--- src/rtl/nvram_save_ctrl.sv ---
// nvram_save_ctrl: tracks battery-RAM writes and streams the NVRAM image to a save sink.
module nvram_save_ctrl #(
    parameter int AUTOSAVE_CE = 1789773
) (
    input  logic        clk,
    input  logic        reset,
    input  logic        ce,
    input  logic [21:0] prg_aout,
    input  logic        prg_write,
    input  logic        prg_allow,
    input  logic [3:0]  nvram_size,
    input  logic        save_req,
    output logic [21:0] mem_addr,
    output logic        mem_rd,
    input  logic        mem_ack,
    input  logic [7:0]  mem_din,
    output logic [7:0]  sd_data,
    output logic        sd_valid,
    input  logic        sd_ready,
    output logic        busy,
    output logic        dirty,
    output logic        done
);
    typedef enum logic [2:0] {IDLE, RD_REQ, RD_WAIT, PUSH, DONE} state_t;
    localparam logic [20:0] AS_MAX = 21'(AUTOSAVE_CE);
    state_t state, nxt;
    logic [15:0] size, size_q;
    logic [14:0] idx;
    logic [20:0] timer;
    logic [7:0]  data_q;
    logic        dirty_q, trk, fire, start, clean, last, ack_in, hs;
    assign size   = nvram_size == 4'd7 ? 16'd8192 : nvram_size == 4'd9 ? 16'd32768 : 16'd0;
    assign trk    = ce & prg_write & prg_allow & (prg_aout[21:15] == 7'b1111000) & ({1'b0, prg_aout[14:0]} < size);
    assign fire   = timer == AS_MAX;
    assign start  = (state == IDLE) & (save_req | fire) & (size != 16'd0) & dirty_q;
    assign clean  = (state == IDLE) & save_req & (size != 16'd0) & ~dirty_q;
    assign last   = {1'b0, idx} == size_q - 16'd1;
    assign ack_in = (state == RD_REQ || state == RD_WAIT) & mem_ack;
    assign hs     = (state == PUSH) & sd_ready;
    always_ff @(posedge clk)
        state <= reset ? IDLE : nxt;
    always_comb begin
        nxt = state == IDLE ? (start ? RD_REQ : clean ? DONE : IDLE)
            : (state == RD_REQ || state == RD_WAIT) ? (mem_ack ? PUSH : RD_WAIT)
            : state == PUSH ? (sd_ready ? (last ? DONE : RD_REQ) : PUSH)
            : IDLE;
    end
    always_comb begin
        mem_rd   = state == RD_REQ || state == RD_WAIT;
        sd_valid = state == PUSH;
        busy     = state != IDLE;
        done     = state == DONE;
    end
    // a tracked write outranks the start-clear so a write racing the save start is not lost
    always_ff @(posedge clk) begin
        if (reset) begin
            idx     <= '0;
            size_q  <= '0;
            data_q  <= '0;
            dirty_q <= 1'b0;
            timer   <= '0;
        end else begin
            idx     <= start ? '0 : (hs && !last) ? idx + 15'd1 : idx;
            size_q  <= start ? size : size_q;
            data_q  <= ack_in ? mem_din : data_q;
            dirty_q <= trk ? 1'b1 : start ? 1'b0 : dirty_q;
            timer   <= (trk || !dirty_q || start) ? '0
                     : (ce && state == IDLE && timer != AS_MAX) ? timer + 21'd1 : timer;
        end
    end
    assign mem_addr = {7'b1111000, idx};
    assign sd_data  = data_q;
    assign dirty    = dirty_q;
endmodule

--- config.mk ---
export PLATFORM = sky130hd
export DESIGN_NAME = nvram_save_ctrl
export DESIGN_NICKNAME = d
export VERILOG_FILES = /design/src/rtl/nvram_save_ctrl.sv
export SDC_FILE = /design/constraint.sdc
export NUM_CORES = 1
export LEC_CHECK = 0
export CORE_AREA = 3 3 111 102
export CTS_BUF_LIST = sky130_fd_sc_hd__clkbuf_8
export CTS_CLUSTER_DIAMETER = 120
export CTS_CLUSTER_SIZE = 20
export DETAILED_ROUTE_END_ITERATION = 8
export DIE_AREA = 0 0 114 105
export GPL_TIMING_DRIVEN = 1
export PLACE_DENSITY_LB_ADDON = 0.08
export SLEW_MARGIN = 20
export SYNTH_ARGS = -nofsm -noshare
export SYNTH_HDL_FRONTEND = slang
export SYNTH_SLANG_ARGS = --single-unit
--- constraint.sdc ---
create_clock -name clk -period 2.8 [get_ports clk]
set_input_delay 0.84 -clock clk [delete_from_list [all_inputs] [get_ports clk]]
set_output_delay 0.84 -clock clk [all_outputs]
set_load 0.05 [all_outputs]
==> impl_metrics.ini, run 1 <==
[route]
via_per_inst = 4.57
vias = 2233
wl_microns = 6390
drtPass1Iterations = 4
drt_iter0_drc = 63
drc = 0
drt.antenna.violating_nets = 0
routedWlPerCell_microns = 13.1

[cts]
numCtsBuffers = 5
cts_resized = 0
cts_hold_buf = 0
post_cts_buffers = 0
cts_tree = done
cts_htree_levels = 2
clock_path_buffers = 2
clk_pin_slew_ns = 0.09
cts.sinks = 50
cts_root_buf = clkbuf_8
clk_latency_ns = 0.31

[sta]
max_slew_margin_pct = 62.7
tightestPinTransition_ns = 0.559
fmax_mhz = 394
slew_violations = 0
fin_skew_ns = 0.0176
rsz0062_at_grt = false
fin_crit_sh_pct = 90.8
fin_hold_ws_ns = 0.503
hold_viol_final = 0
setup_viol = 0
fin_crit_ns = 2.54

[global_routing]
grt_max_degree = 16
antenna_found_initial = 0
overflow = 0
grt_first_pass_wirelength_microns = 10900
grt_pass1_vias = 2230
grtUsageTotal_pct = 11.2

[layout]
final_area_sq_mm = 0.00348
nets = 404
syn2layout_area_growth_pct = 36.5
fill_cells = 1110
n_antenna_cell = 0
drive_above_1_share_pct = 13.9
fin_cells = 489

[outcome]
status = finished clean

[pwr]
leakagePower_nw = 1.12
peakVddDrop_uv = 284
p_total_mw = 1.45
clkPwrFrac_pct = 43.7
switching_power_mw = 0.304
pwr-share-seq_pct = 49.0
swShare_pct = 21.0
pwr-share-comb_pct = 7.3
p_int_mw = 1.15
p_per_area_mw_per_mm2 = 417

[placement]
placedCellCount = 481
port_buffers = 56
gp_congestion = 0.744
placed_area_sq_mm = 0.00334
dpl.hpwl_microns = 4870

[floorplanning]
coreArea_sq_mm = 0.0102
fp.dieW_microns = 114
start_util_pct = 24.9
rows = 35
die_y_microns = 105
ioPinCount = 77
dieArea_sq_mm = 0.0120

[synthesis]
postSynthAreaPerCell_sq_um = 8.81
synth-seq-cells = 50
synth_area_sq_mm = 0.00255
synthTopCellsByArea = dfxtp_1, xnor2_1, nor2_1
synth_cell_types = 53
ys_warn_count = 0
ys_seq_area_share_pct = 39.3
synth_cells = 289
synth_top_area_cell = dfxtp_1
synthDominantCellAreaShare_pct = 39.3

[worst_setup_path]
crit-reg2reg-launch = timer[5]$_SDFFE_PP0P_
cp-end-kind = register
crit_start = nvram_size[3]
startpoint_type = input pin
crit_required_ns = 3.00
arrival_ns = 2.74
criticalPathCategory = in2reg
worstPathMaxFanout = 8

[job]
max_cap_viol_count = 0

[min_path]
worstHoldStart = sd_data[6]$_SDFFE_PP0P_
min_path_type = reg2reg
-- cell families after synthesis --
group,synth area share (%)
simple gates,29.4
flops,39.3
compound gates,11.5
buf+inv,5.80
xor+xnor,7.91
mux,4.32
fa+ha+maj,1.47
other cells,0.295
-- power groups by stage --
stage	Clock (mW)	Combinational, mW	Sequential [mW]
2_1_floorplan	0	0.0557	0.727
3_3_place_gp	0	0.108	0.728
3_5_place_dp	0	0.107	0.728
4_1_cts	0.664	0.108	0.712
5_1_grt	0.685	0.114	0.712
6_report	0.634	0.106	0.711
-- routing by layer --
metal  global-route usage, %  vias up  part of all wire, %
met3                    3.13        4                  5.4
li1                        -     1158                    -
met1                    15.9     1021                   52
met4                    3.05        0                 0.72
met2                    16.4       50                   42
met5                       0        -                    0
-- sequential cells by signal (all words and copies together), names as in the netlist --
| name | flops |
|---|---|
| size_q | 2 |
| timer | 21 |
| state | 3 |
| sd_data | 8 |
| dirty | 1 |
| idx | 15 |
-- final timing paths --
kind,end,slack [ns],cells past startpoint
setup / recovery,timer[10]$_SDFFE_PP0P_,0.26,8
hold / removal,sd_data[6]$_SDFFE_PP0P_,0.50,2
setup reg to reg,timer[10]$_SDFFE_PP0P_,0.60,6
hold reg to reg,sd_data[6]$_SDFFE_PP0P_,0.50,2
-- cell usage after synthesis, drive strengths merged --
cell type and instances:
or3b 1, xnor2 19, nand2 11, nor3b 3
a211o 1, a21bo 1, o31ai 4, and4b 1
nand3b 2, a31oi 2, and2 7, mux2i 11
dfxtp 50, or4 4, nor3 12, nand4bb 1
o21ba 2, or3 5, conb 2, nor4b 4
o21ai 8, nand4 8, a41oi 1, ha 3
o21a 2, buf 12, and3b 1, o2111ai 2
or2 1, and3 1, o211ai 2, nand4b 2
nor4 5, clkbuf 7, xor2 4, inv 6
o31a 1, or4b 1, a211oi 1, nor2 46
and4 4, nand3 12, a21oi 16
-- critical path, cell delays in order --
cell and delay [ns]:
clkdlybuf4s50_1 0.47, nor3b_1 0.25, buf_4 0.16, a21oi_1 0.04, or4_1 0.43, or3b_2 0.30, buf_4 0.19, nor2_1 0.06
-- area by class of cell --
type	instances	area, sq um	share of cell area, %
clock buffer	6	82.6	2.37
sequential	50	1000	28.8
timing repair buffer	77	733	21.1
multi-input combinational	219	1420	40.8
tap	129	161	4.64
clock inverter	2	60.1	1.73
inverter	6	22.5	0.647
-- metrics by stage --
| step | setup slack [ns] | TNS [ns] | utilization [%] |
|---|---|---|---|
| after floorplan | 0.227 | 0 | - |
| after global placement | -0.0818 | -1.10 | 32.6 |
| after detailed placement | -0.0667 | -0.775 | 32.6 |
| after CTS | 0.249 | 0 | 33.9 |
| after global routing | 0.0977 | 0 | 33.9 |
| final | 0.259 | 0 | 33.9 |
-- placed cells by master, fill, tap and decap left out, types with 2 or more instances in the layout --
master	n
mux2i_1	11
a21oi_2	5
nor4_1	5
nor2_2	5
nand4_1	8
and2_1	7
o31ai_1	4
a31oi_1	2
nor3b_1	2
buf_4	23
conb_1	7
nand3b_1	2
clkbuf_8	6
nand3_1	12
nor3_1	12
or4_1	4
o21a_1	2
xor2_1	4
nor2_1	41
o21ai_0	7
inv_1	6
bufinv_16	2
ha_1	3
a21oi_1	11
and4_1	4
clkdlybuf4s50_1	52
o211ai_1	2
dfxtp_1	50
buf_12	2
nand4b_1	2
or3_1	5
o2111ai_1	2
nand2_1	11
nor4b_1	2
xnor2_1	19
No activity file was read; power rests on OpenSTA's default activity.
==> run 2, diff against run 1 <==
--- a/config.mk
+++ b/config.mk
@@ -8,11 +8,12 @@
 export CORE_AREA = 3 3 111 102
 export CTS_BUF_LIST = sky130_fd_sc_hd__clkbuf_8
 export CTS_CLUSTER_DIAMETER = 120
-export CTS_CLUSTER_SIZE = 20
+export CTS_CLUSTER_SIZE = 25
 export DETAILED_ROUTE_END_ITERATION = 8
 export DIE_AREA = 0 0 114 105
 export GPL_TIMING_DRIVEN = 1
 export PLACE_DENSITY_LB_ADDON = 0.08
+export SKIP_LAST_GASP = 1
 export SLEW_MARGIN = 20
 export SYNTH_ARGS = -nofsm -noshare
 export SYNTH_HDL_FRONTEND = slang
==> constraint.sdc (replaced) <==
create_clock -name clk -period 2.1 [get_ports clk]
set_input_delay 0.63 -clock clk [delete_from_list [all_inputs] [get_ports clk]]
set_output_delay 0.63 -clock clk [all_outputs]
set_load 0.05 [all_outputs]
==> run 2 against run 1 <==
  * Count of clock-buffer cells in the layout unchanged
  * Sequential power increased by 33%
  * Non-clock buffer count increased by 31
  * Design area increased by 10%
  * Die area unchanged
  * Highest routed layer unchanged
==> impl_metrics.ini, run 2 (same netlist as run 1, synthesis figures left out) <==
[outcome]
status = finished clean

[pwr]
p_per_area_mw_per_mm2 = 444
swShare_pct = 24.3
peakVddDrop_uv = 243
pwr-share-comb_pct = 8.9
pwr-share-seq_pct = 55.7
clkPwrFrac_pct = 35.3
p_int_mw = 1.29
leakagePower_nw = 1.46
switching_power_mw = 0.413

[route]
wl_microns = 7050
drc = 0
via_per_inst = 4.53
drt.antenna.violating_nets = 0
vias = 2355
drt_iter0_drc = 83
routedWlPerCell_microns = 13.6
drtPass1Iterations = 4

[worst_setup_path]
startpoint_type = register
crit_required_ns = 2.31
crit_start = timer[18]$_SDFFE_PP0P_
criticalPathCategory = reg2reg
cp-end-kind = register
crit_end = idx[4]$_SDFFE_PP0P_
crit_slowest_cell = or4b_4
worstPathMaxFanout = 8
reg2reg_to = idx[4]$_SDFFE_PP0P_
critPathMaxStageDelay_ns = 0.54
crit-reg2reg-launch = timer[18]$_SDFFE_PP0P_
path_cells = or4b_4 > o31a_1 > buf_6 > nor4b_4 > or2_4 > buf_12 > a21oi_1
reg2reg_depth = 7
arrival_ns = 2.29
rrSetupSlack_ns = 0.02

[layout]
drive_above_1_share_pct = 34.3
syn2layout_area_growth_pct = 50.4
final_cell_mix = buf_4, dfxtp_1, nor2_1
fin_cells = 520
largest_register_ffs = 21
nets = 435
final_common_cell = buf_4
n_antenna_cell = 0
final_area_sq_mm = 0.00383
largest-register = timer

[cts]
clk_pin_slew_ns = 0.10
cts_root_buf = clkbuf_8
clk_latency_ns = 0.31
cts_tree = done
cts_htree_levels = 2
numCtsBuffers = 5
clock_path_buffers = 2
cts.sinks = 50

[global_routing]
antenna_found_initial = 0
grt_max_degree = 16
grt_first_pass_wirelength_microns = 11000
overflow = 0
grtUsageTotal_pct = 11.7
grt_pass1_vias = 2223

[placement]
gp_congestion = 0.748
dpl.hpwl_microns = 5260
port_buffers = 56
pre_cts_slack_ns = -0.647
placedCellCount = 507
placed_area_sq_mm = 0.00352

[sta]
worst_slack_ns = 0.0212
rsz0062_at_grt = true
hold_viol_final = 0
fin_crit_sh_pct = 99.0
setup_viol = 0
fin_crit_ns = 2.08
fin_skew_ns = 0.00971
slew_violations = 0
fmax_mhz = 481

[floorplanning]
ioPinCount = 77
coreArea_sq_mm = 0.0102
rows = 35
fp.dieW_microns = 114
dieArea_sq_mm = 0.0120
start_util_pct = 24.9
die_y_microns = 105

[job]
max_cap_viol_count = 0

[min_path]
min_path_type = reg2reg
worstHoldStart = sd_data[4]$_SDFFE_PP0P_
## run 2: cell types whose count changed in the layout (fill, tap and decap cells not counted), sizes merged
cell	previous run	this run
buf	25	79
bufinv	2	0
clkbuf	6	7
clkdlybuf4s50	52	17
clkinv	0	1
dlymetal6s2s	0	11
inv	6	7
## run 2: cell type report
| cell class | instances | area, sq um |
|---|---|---|
| Clock buffer | 6 | 82.6 |
| Clock inverter | 2 | 8.76 |
| Fill cell | 1075 | 6420 |
| Inverter | 6 | 22.5 |
| Multi-Input combinational cell | 219 | 1540 |
| Sequential cell | 50 | 1010 |
| Tap cell | 129 | 161 |
| Timing Repair Buffer | 108 | 1010 |
## run 2: worst min-delay path by stage
stage / cells after the start / slack (ns) / endpoint
2_1_floorplan: 2 / 0.47 / size_q[13]$_SDFFE_PP0P_
3_3_place_gp: 2 / 0.48 / sd_data[0]$_SDFFE_PP0P_
3_5_place_dp: 2 / 0.49 / sd_data[4]$_SDFFE_PP0P_
4_1_cts: 2 / 0.51 / idx[8]$_SDFFE_PP0P_
5_1_grt: 2 / 0.53 / idx[8]$_SDFFE_PP0P_
6_report: 2 / 0.51 / sd_data[4]$_SDFFE_PP0P_
## run 2: what timing repair did
action	4_1_cts	5_1_grt
hold endpoints to repair	0	0
pin swaps	6	12
gates cloned	0	1
hold buffers	0	0
endpoints found under the setup margin	38	38
buffers inserted	3	1
gates resized for setup	8	39
## run 2: metrics by stage
stage | utilization [%] | hold slack [ns] | TNS (ns) | power [mW]
after CTS | 35.7 | 0.509 | -0.147 | 1.73
after global routing | 37.4 | 0.532 | -0.446 | 1.77
final | 37.4 | 0.506 | 0 | 1.70
after global placement | 34.3 | 0.476 | -20.14 | 1.12
after floorplan | - | 0.468 | -0.138 | 1.04
after detailed placement | 34.3 | 0.489 | -21.19 | 1.12
## run 2: routing by layer
| metal | part of all wire, % | track usage [%] |
|---|---|---|
| met5 | 0 | 0 |
| met1 | 48 | 15.7 |
| met3 | 3.6 | 2.78 |
| met2 | 47 | 18.3 |
| met4 | 1.3 | 3.82 |
## run 2: worst max-delay path, delay by kind of cell, from the launching register on
kind                   cells  cell delay, ns
buffers and inverters      2            0.28
and+or+nand+nor            3            1.02
AOI/OAI and AO/OA          2            0.33
DFF                        1            0.33
## run 2: power by group through the flow
stage,Sequential [mW],Combinational (mW),Clock [mW]
finish,0.948,0.152,0.601
CTS,0.948,0.151,0.633
detailed placement,0.970,0.147,0
floorplan,0.970,0.0743,0
global route,0.948,0.163,0.662
global placement,0.970,0.147,0
